<file path="src/rtl/pll_mgmt_pkg.sv">
`default_nettype none
// ============================================================================
//  Module      : pll_mgmt_pkg
//  Description : Register indices, write-data field positions and FSM state
//                encoding shared by the PLL management responder.
//  Revision    : 1.0 - initial release
// ============================================================================
package pll_mgmt_pkg;

    // Register indices on the management port
    localparam logic [5:0] PLLR_MODE   = 6'd0;
    localparam logic [5:0] PLLR_STATUS = 6'd1;
    localparam logic [5:0] PLLR_APPLY  = 6'd2;
    localparam logic [5:0] PLLR_N      = 6'd3;
    localparam logic [5:0] PLLR_M      = 6'd4;
    localparam logic [5:0] PLLR_C      = 6'd5;
    localparam logic [5:0] PLLR_PHASE  = 6'd6;
    localparam logic [5:0] PLLR_K      = 6'd7;
    localparam logic [5:0] PLLR_BW     = 6'd8;
    localparam logic [5:0] PLLR_CP     = 6'd9;

    // C-counter write: [22:18] counter select, [17:0] counter word
    localparam int c_CSEL_LSB = 18;
    localparam int c_CSEL_MSB = 22;
    localparam int c_CVAL_MSB = 17;

    // Phase write: [15:0] steps, [20:16] counter select, [21] direction
    localparam int c_PSTEP_MSB = 15;
    localparam int c_PSEL_LSB  = 16;
    localparam int c_PSEL_MSB  = 20;
    localparam int c_PDIR_BIT  = 21;

    // Counter select codes
    localparam logic [4:0] c_SEL_C0 = 5'd0;
    localparam logic [4:0] c_SEL_C1 = 5'd1;

    typedef enum logic [1:0] {
        IDLE  = 2'd0,
        APPLY = 2'd1,
        PHASE = 2'd2
    } pll_mgmt_state_t;

endpackage : pll_mgmt_pkg
`default_nettype wire

</file>
<file path="src/rtl/pll_lock_model.sv">
`default_nettype none
// ============================================================================
//  Module      : pll_lock_model
//  Description : Models PLL lock acquisition: locked rises LOCK_CYCLES clocks
//                after pll_rst and clr are both low; either one drops it.
//  Revision    : 1.0 - initial release
// ============================================================================
module pll_lock_model #(
    parameter int LOCK_CYCLES = 200
) (
    input  logic CLK_50M,
    input  logic RESET,
    input  logic pll_rst,
    input  logic clr,
    output logic locked
);

    localparam int                c_CW   = $clog2(LOCK_CYCLES + 1);
    localparam logic [c_CW-1:0]   c_LAST = c_CW'(LOCK_CYCLES - 1);

    logic [c_CW-1:0] r_count;
    logic            r_locked;

    // Count lock-acquisition time; any reset source restarts it from zero
    always_ff @(posedge CLK_50M) begin
        if (RESET || pll_rst || clr) begin
            r_count  <= '0;
            r_locked <= 1'b0;
        end else if (!r_locked) begin
            if (r_count == c_LAST) begin
                r_locked <= 1'b1;
            end else begin
                r_count <= r_count + 1'b1;
            end
        end
    end

    assign locked = r_locked;

endmodule : pll_lock_model
`default_nettype wire

</file>
<file path="src/rtl/pll_mgmt_responder.sv">
`default_nettype none
// ============================================================================
//  Module      : pll_mgmt_responder
//  Description : Avalon-MM stand-in for the PLL reconfig management port.
//                Holds shadow settings, commits them on Apply, steps the C1
//                phase, and models busy time and lock loss.
//  Revision    : 1.0 - initial release
// ============================================================================
module pll_mgmt_responder
    import pll_mgmt_pkg::*;
#(
    parameter int APPLY_CYCLES      = 64,
    parameter int PHASE_STEP_CYCLES = 4,
    parameter int LOCK_CYCLES       = 200
) (
    input  logic        CLK_50M,
    input  logic        RESET,
    input  logic        mgmt_write,
    input  logic        mgmt_read,
    input  logic [5:0]  mgmt_address,
    input  logic [31:0] mgmt_writedata,
    output logic [31:0] mgmt_readdata,
    output logic        mgmt_waitrequest,
    input  logic        pll_rst,
    output logic        locked,
    output logic [17:0] cfg_m,
    output logic [17:0] cfg_n,
    output logic [17:0] cfg_c0,
    output logic [17:0] cfg_c1,
    output logic [31:0] cfg_k,
    output logic [3:0]  cfg_cp,
    output logic [3:0]  cfg_bw,
    output logic [15:0] phase_pos,
    output logic [15:0] apply_count
);

    localparam int c_MAX_CYC = (APPLY_CYCLES > PHASE_STEP_CYCLES) ? APPLY_CYCLES
                                                                  : PHASE_STEP_CYCLES;
    localparam int                 c_CNT_W      = $clog2(c_MAX_CYC + 1);
    localparam logic [c_CNT_W-1:0] c_APPLY_LAST = c_CNT_W'(APPLY_CYCLES - 1);
    localparam logic [c_CNT_W-1:0] c_PHASE_LAST = c_CNT_W'(PHASE_STEP_CYCLES - 1);

    pll_mgmt_state_t     r_state;
    logic [c_CNT_W-1:0]  r_cnt;
    logic                r_waitreq;

    // Shadow (uncommitted) settings
    logic [17:0] r_sh_n;
    logic [17:0] r_sh_m;
    logic [17:0] r_sh_c0;
    logic [17:0] r_sh_c1;
    logic [31:0] r_sh_k;
    logic [3:0]  r_sh_bw;
    logic [3:0]  r_sh_cp;

    // Pending work
    logic        r_pend_cfg;
    logic        r_pend_phase;
    logic [15:0] r_pend_steps;
    logic        r_phase_dir;

    // Committed settings
    logic [17:0] r_cfg_m;
    logic [17:0] r_cfg_n;
    logic [17:0] r_cfg_c0;
    logic [17:0] r_cfg_c1;
    logic [31:0] r_cfg_k;
    logic [3:0]  r_cfg_cp;
    logic [3:0]  r_cfg_bw;
    logic [15:0] r_phase_pos;
    logic [15:0] r_apply_count;
    logic [31:0] r_readdata;

    logic        w_wr_acc;
    logic        w_rd_acc;
    logic        w_busy;
    logic        w_apply_wr;
    logic        w_apply_cfg;
    logic [4:0]  w_csel;
    logic [4:0]  w_psel;
    logic        w_c_hit;
    logic        w_p_hit;
    logic [31:0] w_rd_mux;

    // A strobe is only taken while the responder is not stalling
    assign w_busy      = (r_state != IDLE);
    assign w_wr_acc    = mgmt_write && !r_waitreq;
    assign w_rd_acc    = mgmt_read  && !r_waitreq;
    assign w_apply_wr  = w_wr_acc && (mgmt_address == PLLR_APPLY) && (r_state == IDLE);
    assign w_apply_cfg = w_apply_wr && r_pend_cfg;

    assign w_csel  = mgmt_writedata[c_CSEL_MSB:c_CSEL_LSB];
    assign w_psel  = mgmt_writedata[c_PSEL_MSB:c_PSEL_LSB];
    assign w_c_hit = (w_csel == c_SEL_C0) || (w_csel == c_SEL_C1);
    assign w_p_hit = (w_psel == c_SEL_C1);

    // Capture shadow settings from accepted writes
    always_ff @(posedge CLK_50M) begin
        if (RESET) begin
            r_sh_n  <= '0;
            r_sh_m  <= '0;
            r_sh_c0 <= '0;
            r_sh_c1 <= '0;
            r_sh_k  <= '0;
            r_sh_bw <= '0;
            r_sh_cp <= '0;
        end else if (w_wr_acc) begin
            case (mgmt_address)
                PLLR_N:  r_sh_n  <= mgmt_writedata[17:0];
                PLLR_M:  r_sh_m  <= mgmt_writedata[17:0];
                PLLR_K:  r_sh_k  <= mgmt_writedata;
                PLLR_BW: r_sh_bw <= mgmt_writedata[3:0];
                PLLR_CP: r_sh_cp <= mgmt_writedata[3:0];
                PLLR_C: begin
                    if (w_csel == c_SEL_C0) r_sh_c0 <= mgmt_writedata[c_CVAL_MSB:0];
                    if (w_csel == c_SEL_C1) r_sh_c1 <= mgmt_writedata[c_CVAL_MSB:0];
                end
                default: ;
            endcase
        end
    end

    // Read-data selection from the state seen before this cycle's write
    always_comb begin
        w_rd_mux = '0;
        case (mgmt_address)
            PLLR_STATUS: w_rd_mux = {31'b0, !w_busy};
            PLLR_N:      w_rd_mux = {14'b0, r_sh_n};
            PLLR_M:      w_rd_mux = {14'b0, r_sh_m};
            PLLR_C:      w_rd_mux = {14'b0, r_sh_c0};
            PLLR_PHASE:  w_rd_mux = {16'b0, r_pend_steps};
            PLLR_K:      w_rd_mux = r_sh_k;
            PLLR_BW:     w_rd_mux = {28'b0, r_sh_bw};
            PLLR_CP:     w_rd_mux = {28'b0, r_sh_cp};
            default:     w_rd_mux = '0;
        endcase
    end

    // Register read data on each accepted read; hold it otherwise
    always_ff @(posedge CLK_50M) begin
        if (RESET) begin
            r_readdata <= '0;
        end else if (w_rd_acc) begin
            r_readdata <= w_rd_mux;
        end
    end

    // Apply/phase sequencer together with the pending flags it consumes
    always_ff @(posedge CLK_50M) begin
        if (RESET) begin
            r_state       <= IDLE;
            r_cnt         <= '0;
            r_waitreq     <= 1'b0;
            r_pend_cfg    <= 1'b0;
            r_pend_phase  <= 1'b0;
            r_pend_steps  <= '0;
            r_phase_dir   <= 1'b0;
            r_cfg_m       <= '0;
            r_cfg_n       <= '0;
            r_cfg_c0      <= '0;
            r_cfg_c1      <= '0;
            r_cfg_k       <= '0;
            r_cfg_cp      <= '0;
            r_cfg_bw      <= '0;
            r_phase_pos   <= '0;
            r_apply_count <= '0;
        end else begin
            // Settings writes can only land while idle, so they never race the FSM
            if (w_wr_acc) begin
                case (mgmt_address)
                    PLLR_N, PLLR_M, PLLR_K, PLLR_BW, PLLR_CP: r_pend_cfg <= 1'b1;
                    PLLR_C: begin
                        if (w_c_hit) r_pend_cfg <= 1'b1;
                    end
                    PLLR_PHASE: begin
                        if (w_p_hit) begin
                            r_pend_steps <= r_pend_steps + mgmt_writedata[c_PSTEP_MSB:0];
                            r_phase_dir  <= mgmt_writedata[c_PDIR_BIT];
                            r_pend_phase <= 1'b1;
                        end
                    end
                    default: ;
                endcase
            end

            case (r_state)
                IDLE: begin
                    if (w_apply_cfg) begin
                        r_state       <= APPLY;
                        r_waitreq     <= 1'b1;
                        r_cnt         <= '0;
                        r_pend_cfg    <= 1'b0;
                        r_cfg_m       <= r_sh_m;
                        r_cfg_n       <= r_sh_n;
                        r_cfg_c0      <= r_sh_c0;
                        r_cfg_c1      <= r_sh_c1;
                        r_cfg_k       <= r_sh_k;
                        r_cfg_cp      <= r_sh_cp;
                        r_cfg_bw      <= r_sh_bw;
                        r_apply_count <= r_apply_count + 1'b1;
                    end else if (w_apply_wr && r_pend_phase) begin
                        // A zero-step request completes without any busy time
                        if (r_pend_steps != '0) begin
                            r_state   <= PHASE;
                            r_waitreq <= 1'b1;
                            r_cnt     <= '0;
                        end else begin
                            r_pend_phase <= 1'b0;
                        end
                    end
                end
                APPLY: begin
                    if (r_cnt == c_APPLY_LAST) begin
                        r_cnt <= '0;
                        if (r_pend_phase && (r_pend_steps != '0)) begin
                            r_state <= PHASE;
                        end else begin
                            r_state      <= IDLE;
                            r_waitreq    <= 1'b0;
                            r_pend_phase <= 1'b0;
                        end
                    end else begin
                        r_cnt <= r_cnt + 1'b1;
                    end
                end
                PHASE: begin
                    if (r_cnt == c_PHASE_LAST) begin
                        r_cnt        <= '0;
                        r_phase_pos  <= r_phase_dir ? (r_phase_pos + 16'd1)
                                                    : (r_phase_pos - 16'd1);
                        r_pend_steps <= r_pend_steps - 16'd1;
                        if (r_pend_steps == 16'd1) begin
                            r_pend_phase <= 1'b0;
                            r_state      <= IDLE;
                            r_waitreq    <= 1'b0;
                        end
                    end else begin
                        r_cnt <= r_cnt + 1'b1;
                    end
                end
                default: begin
                    r_state   <= IDLE;
                    r_waitreq <= 1'b0;
                end
            endcase
        end
    end

    // Lock drops when the PLL is reset or a new configuration is committed
    pll_lock_model #(
        .LOCK_CYCLES (LOCK_CYCLES)
    ) u_lock (
        .CLK_50M (CLK_50M),
        .RESET   (RESET),
        .pll_rst (pll_rst),
        .clr     (w_apply_cfg),
        .locked  (locked)
    );

    assign mgmt_readdata    = r_readdata;
    assign mgmt_waitrequest = r_waitreq;
    assign cfg_m            = r_cfg_m;
    assign cfg_n            = r_cfg_n;
    assign cfg_c0           = r_cfg_c0;
    assign cfg_c1           = r_cfg_c1;
    assign cfg_k            = r_cfg_k;
    assign cfg_cp           = r_cfg_cp;
    assign cfg_bw           = r_cfg_bw;
    assign phase_pos        = r_phase_pos;
    assign apply_count      = r_apply_count;

endmodule : pll_mgmt_responder
`default_nettype wire

</file>
<file path="config.mk">
export PLATFORM = sky130hd
export DESIGN_NAME = pll_mgmt_responder
export DESIGN_NICKNAME = d
export VERILOG_FILES = /design/src/rtl/pll_mgmt_pkg.sv /design/src/rtl/pll_lock_model.sv /design/src/rtl/pll_mgmt_responder.sv
export SDC_FILE = /design/constraint.sdc
export NUM_CORES = 1
export LEC_CHECK = 0
export BUFFER_PORTS_ARGS = -buffer_cell sky130_fd_sc_hd__buf_2
export CELL_PAD_IN_SITES_DETAIL_PLACEMENT = 0
export CELL_PAD_IN_SITES_GLOBAL_PLACEMENT = 1
export CORE_UTILIZATION = 25
export CTS_CLUSTER_SIZE = 8
export DETAILED_ROUTE_END_ITERATION = 10
export HOLD_SLACK_MARGIN = 0.08
export PLACE_DENSITY_LB_ADDON = 0.12
export SYNTH_ARGS = -nofsm -noshare
export SYNTH_HDL_FRONTEND = slang
export SYNTH_SLANG_ARGS = --single-unit
</file>
<file path="constraint.sdc">
create_clock -name CLK_50M -period 6 [get_ports CLK_50M]
set_input_delay 0.3 -clock CLK_50M [delete_from_list [all_inputs] [get_ports CLK_50M]]
set_output_delay 0.3 -clock CLK_50M [all_outputs]
set_load 0.005 [all_outputs]
</file>
---- After elaboration in Yosys (flattened, before gate mapping) ----
Index checks and enable logic that the tools add are counted.
storage, ports and cells
  output and inout port bits .............. 178
  memory bits (read-only) ................. 0
  bits in latches ......................... 0
  logic and storage cells ................. 137
  memory bits (writable) .................. 0
  register bits after elaboration ......... 326
  bits of input ports ..................... 43
  memories ................................ 0
operators by class
  add/subtract/negate cells ............... 7
  reduce and logical (&&, ||, !) cells .... 32
  multiply operators ...................... 0
  shift-type cells ........................ 0
  bitwise operators ....................... 2
  $lt $le $gt $ge ......................... 0
  mux-type cells .......................... 47
  equal/unequal tests ..................... 23
  divide/modulo/power cells ............... 0
operators with widths
  operator                                              count
  case mux 32 bit (8 select lines)                      1
  2-to-1 mux 16 bit                                     6
  2-to-1 mux 7 bit                                      5
  adder 16 x 1 -> 16 bit, second input constant         2
  subtractor 16 x 1 -> 16 bit, second input constant    2
  equality test 6 x 3 -> 1 bit, second input constant   4
  2-to-1 mux 1 bit                                      23
  case mux 7 bit (3 select lines)                       1
  adder 16 bit                                          1
  equality test 16 x 1 -> 1 bit, second input constant  1
  AND reduction 2 bit                                   8
  nonzero test 16 bit                                   1
  2-to-1 mux 2 bit                                      7
  equality test 6 x 2 -> 1 bit, second input constant   2
  equality test 6 x 4 -> 1 bit, second input constant   2
  AND reduction 3 bit                                   4
  equality test 5 x 1 -> 1 bit, second input constant   2
  adder 8 x 1 -> 8 bit, second input constant           1
  equality test 8 bit, second input constant            1
  inequality test 2 bit, second input constant          4
  adder 7 x 1 -> 7 bit, second input constant           1
  equality test 7 x 2 -> 1 bit, second input constant   1
  equality test 7 x 6 -> 1 bit, second input constant   1
  logical AND 1 bit                                     7
  other kinds (17)                                      23

---- Logic depth before layout (Yosys ltp) ----
  depth after elaboration ................. 8
  mapped depth ............................ 9

---- Cells and area by module ----
A second synthesis with hierarchy kept.
unflattened totals
  cells, all modules ...................... 1,779
  area total of the unflattened synthesis .. 14,166.1 um^2
modules (own cells, without submodules)
  module              area an instance (um^2)  instances  cells each  seq. area each (um^2)
  pll_mgmt_responder  13,728.2                 1          1,730       6,346.1
  pll_lock_model      437.9                    1          49          180.2

---- Worst setup path before layout ----
Ideal clock, no wire load.
  path type ............................... register -> register
  from .................................... register r_phase_dir
  to ...................................... register r_phase_pos[12] (netlist: phase_pos[12])
  required time ........................... 5.926 ns
  data arrival time ....................... 2.394 ns
  period minus slack after synthesis ...... 2.468 ns
  cell stages (with the launch flop) ...... 9
  slack ................................... 3.532 ns
  cells stage by stage .................... dfxtp_1 inv_1 ha_1 a211oi_1 o21ai_0 and4_1 o21ai_0 or4b_2 a31oi_1
on the way
  word-level cells in the longest chain between the ends .. 1
ends and longest elaborated chain
  item                    line                       RTL
  from (decl)             pll_mgmt_responder.sv:60   logic r_phase_dir;
  from (signal assigned)  pll_mgmt_responder.sv:178  r_phase_dir <= mgmt_writedata[c_PDIR_BIT];
  2-to-1 mux 16 bit       pll_mgmt_responder.sv:229  r_phase_pos <= r_phase_dir ? (r_phase_pos + 16'd1)
  to (signal assigned)    pll_mgmt_responder.sv:229
  to (decl)               pll_mgmt_responder.sv:70   logic [15:0] r_phase_pos;
Every way passes these cells.
A chain may end at the register's enable or synchronous reset.

---- Worst setup path after layout ----
  from .................................... register r_phase_dir
  to ...................................... register r_phase_pos[10] (netlist: phase_pos[10])
Same word-level chain as after synthesis.

==> results.txt <==
Antenna diode count -> 0
Critical path endpoint category -> flop
CTS Hold Bufs -> 19
Vias -> 13300
Root buffer cell -> clkbuf_16
Startpoint Class -> flop
Largest net degree at the start of global routing -> 161
Reg power frac -> 45.6%
Area of the die -> 57800 um^2
Nets -> 2043
Port bufs -> 220
Worst flop-to-flop path startpoint -> r_phase_dir$_SDFFE_PP0P_
Slew HR -> 29.9%
Total wire length -> 55200 um
Global-route wire length before repair -> 80700 um
R2r endpoint -> phase_pos[10]$_SDFFE_PP0P_
Cell taking the most area after synthesis -> dfxtp_1
Net Sw Frac -> 23.7%
Count of max-cap constraint violations -> 0
R2R depth -> 8
Detail Route Antenna Nets -> 0
WS Path Type -> flop to flop
Ranking of synthesized cells by area -> dfxtp_1, nand2_1, a21oi_1, ha_1, mux2i_1
Number of synthesized register bits -> 326
Outcome -> finished clean
DP HPWL -> 37400 um
Yosys warning count -> 0
Async set-reset flop share out of synthesis -> 0%
Area after DPL -> 16000 um^2
Unrepaired setup endpoints after global routing -> false
Main synth FF type -> dfxtp_1
WP data required -> 6.50 ns
Post-Syn Area per Cell -> 8.07 um^2
Vias in the first global route -> 12600
DR DRC count -> 0
Drt first pass iters -> 8
VDD IR max -> 0.000165 V
Post-synthesis sequential area ratio -> 45.9%
Setup Fix Bufs, Post-CTS -> 0
Initial antenna violation count -> 0
Max Fclk -> 0.317 GHz
RePlAce Congestion -> 0.788
Num rows -> 87
Actual slew at the worst max-slew pin -> 1.05 ns
Clock skew -> 0.0159 ns
Worst setup path end -> phase_pos[10]$_SDFFE_PP0P_
WL per Instance -> 20.3 um
Die width -> 241 um
Critical path peak fanout -> 15
Number of I/O pins -> 221
CTS buffer count -> 47
Fin Hold WS -> 0.116 ns
Combinational power share -> 3.9%
Initial Util -> 25.3%
Mapped Nets -> 1846
Clk_lat worst skew -> 0.58 ns
Final instance area -> 17400 um^2
Psw -> 1.13 mW
Count of cell types in the netlist -> 73
DIE HEIGHT -> 241 um
DRT iter0 DRCs -> 941
Internal -> 3.65 mW
Total grt overflow -> 0
PD cells -> 274 nW/um^2
Final setup vio count -> 0
Leak -> 6.58 nW
Hold WC Path Type -> input port to flop
Hold Fails Final Rpt -> 0
CTS tree -> done
Slew Limit Fails -> 0
Setup TNS -> 0 ns
Num Clock Sinks -> 326
Ratio of routed vias to standard cells -> 4.90
Core box area -> 56300 um^2
Area Growth Syn to Fin -> 22.5%
Number of flops mapped to enable cells by yosys -> 0
H-tree depth reported by CTS -> 2
WP data arrival -> 3.66 ns
Final Cycle Share -> 52.6%
Synth Instances -> 1762
Reg-to-reg slack, setup -> 2.84 ns
Final min period -> 3.16 ns
Critical path origin -> r_phase_dir$_SDFFE_PP0P_
Post-cts sizing count -> 0
GRT Overall Usage -> 18.7%
Clk buf depth -> 3
Commonest cells in the netlist -> nand2_1, dfxtp_1, a21oi_1
Most common cell in the synthesized netlist -> nand2_1
Top-area cell type share of the netlist area -> 45.9%
Clock power share -> 50.5%
Synth Cell Area -> 14200 um^2
Share of cells above drive strength 1 -> 16.1%
Core Util, Final -> 31.0%
Clock input transition at the sequential cells of the worst setup and hold paths -> 0.05 ns
[per-stage QoR]
stage	instances	total power, mW	setup slack, ns
6_report	2720	4.78	2.84
5_1_grt	2720	4.96	2.56
4_1_cts	2720	4.88	2.87
3_5_place_dp	2647	2.40	2.73
3_3_place_gp	2647	2.40	2.73
2_1_floorplan	1762	2.31	3.53
[power by group through the flow]
stage | Sequential, mW | Clock, mW | Combinational [mW]
floorplan | 2.22 | 0 | 0.0931
global placement | 2.22 | 0 | 0.180
detailed placement | 2.22 | 0 | 0.180
CTS | 2.18 | 2.51 | 0.190
global route | 2.18 | 2.58 | 0.202
finish | 2.18 | 2.41 | 0.188
[metal layers]
metal	share of wire [%]	wire length (um)	track usage, %
met5	0	0	0
met4	2.5	1380	6.31
met3	5.7	3170	3.07
met2	44	24400	29.3
met1	48	26200	25.9
[layout make-up]
| class | instances | area, um^2 |
|---|---|---|
| clock buffer | 50 | 1190 |
| clock inverter | 4 | 63.8 |
| fill | 6102 | 38900 |
| inverter | 18 | 67.6 |
| multi-input combinational | 1311 | 7200 |
| sequential | 326 | 6530 |
| tap | 756 | 946 |
| timing repair buffer | 255 | 1430 |
[cells in the final DEF (no fill, tap or decap), drive strengths merged, types with 5 or more instances in the layout]
cell	Yosys	layout
dfxtp	326	326
buf	30	236
clkbuf	77	50
and3	11	11
or3	8	8
o21ai	35	35
inv	18	20
xnor2	21	21
nor2b	7	7
a21oi	293	293
nand2b	7	7
a21o	13	13
ha	39	39
mux2i	41	41
a211oi	13	13
mux2	8	8
a222oi	14	14
and4	6	6
dlygate4sd3	0	19
nor2	112	112
nand3	51	51
a31oi	10	10
nand2	454	454
nor3	18	18
xor2	20	20
and2	5	5
nand4	14	14
a22oi	23	23
nor4	19	19
[worst max-delay path, stage by stage (launching register included)]
cell and delay, ns:
dfxtp_1 0.46, inv_1 0.34, fa_1 0.53, a211oi_1 0.43
o21ai_0 0.24, and4_1 0.25, o21ai_0 0.42, o311ai_0 0.22
a21oi_1 0.18
[cell families (layout without fill, tap and decap cells)]
| logic type | after synthesis | count (layout) | share of synthesized area (%) |
|---|---|---|---|
| AOI/OAI and AO/OA | 450 | 450 | 18.5 |
| xor gates and xnor gates | 41 | 41 | 2.53 |
| adders and majority gates | 41 | 41 | 3.71 |
| buffers and inverters | 125 | 327 | 3.59 |
| DFF | 326 | 326 | 45.9 |
| muxes | 49 | 49 | 3.52 |
| and+or+nand+nor | 730 | 730 | 22.3 |
[state kept, by name, indices dropped and copies added (netlist names), 7 cells and up]
register	cells
phase_pos	16
r_sh_c0	18
r_sh_c1	18
mgmt_readdata	32
r_cnt	7
r_sh_m	18
r_sh_k	32
r_sh_n	18
cfg_c1	18
cfg_k	32
cfg_c0	18
r_pend_steps	16
u_lock.r_count	8
apply_count	16
cfg_n	18
cfg_m	18
[worst min-delay path by stage]
| stage | from | end | slack (ns) | cells after the start |
|---|---|---|---|---|
| final | mgmt_writedata[15] | r_sh_m[15]$_SDFFE_PP0P_ | 0.12 | 3 |
| after global routing | mgmt_writedata[12] | r_sh_k[12]$_SDFFE_PP0P_ | 0.12 | 3 |
| after CTS | mgmt_writedata[15] | r_sh_k[15]$_SDFFE_PP0P_ | 0.09 | 3 |
| after detailed placement | mgmt_readdata[23]$_SDFFE_PP0P_ | mgmt_readdata[23]$_SDFFE_PP0P_ | 0.44 | 2 |
| after global placement | r_sh_c1[13]$_SDFFE_PP0P_ | cfg_c1[13]$_SDFFE_PP0P_ | 0.44 | 2 |
| after floorplan | r_sh_c1[0]$_SDFFE_PP0P_ | cfg_c1[0]$_SDFFE_PP0P_ | 0.43 | 2 |
No activity file was read; power rests on OpenSTA's default activity.
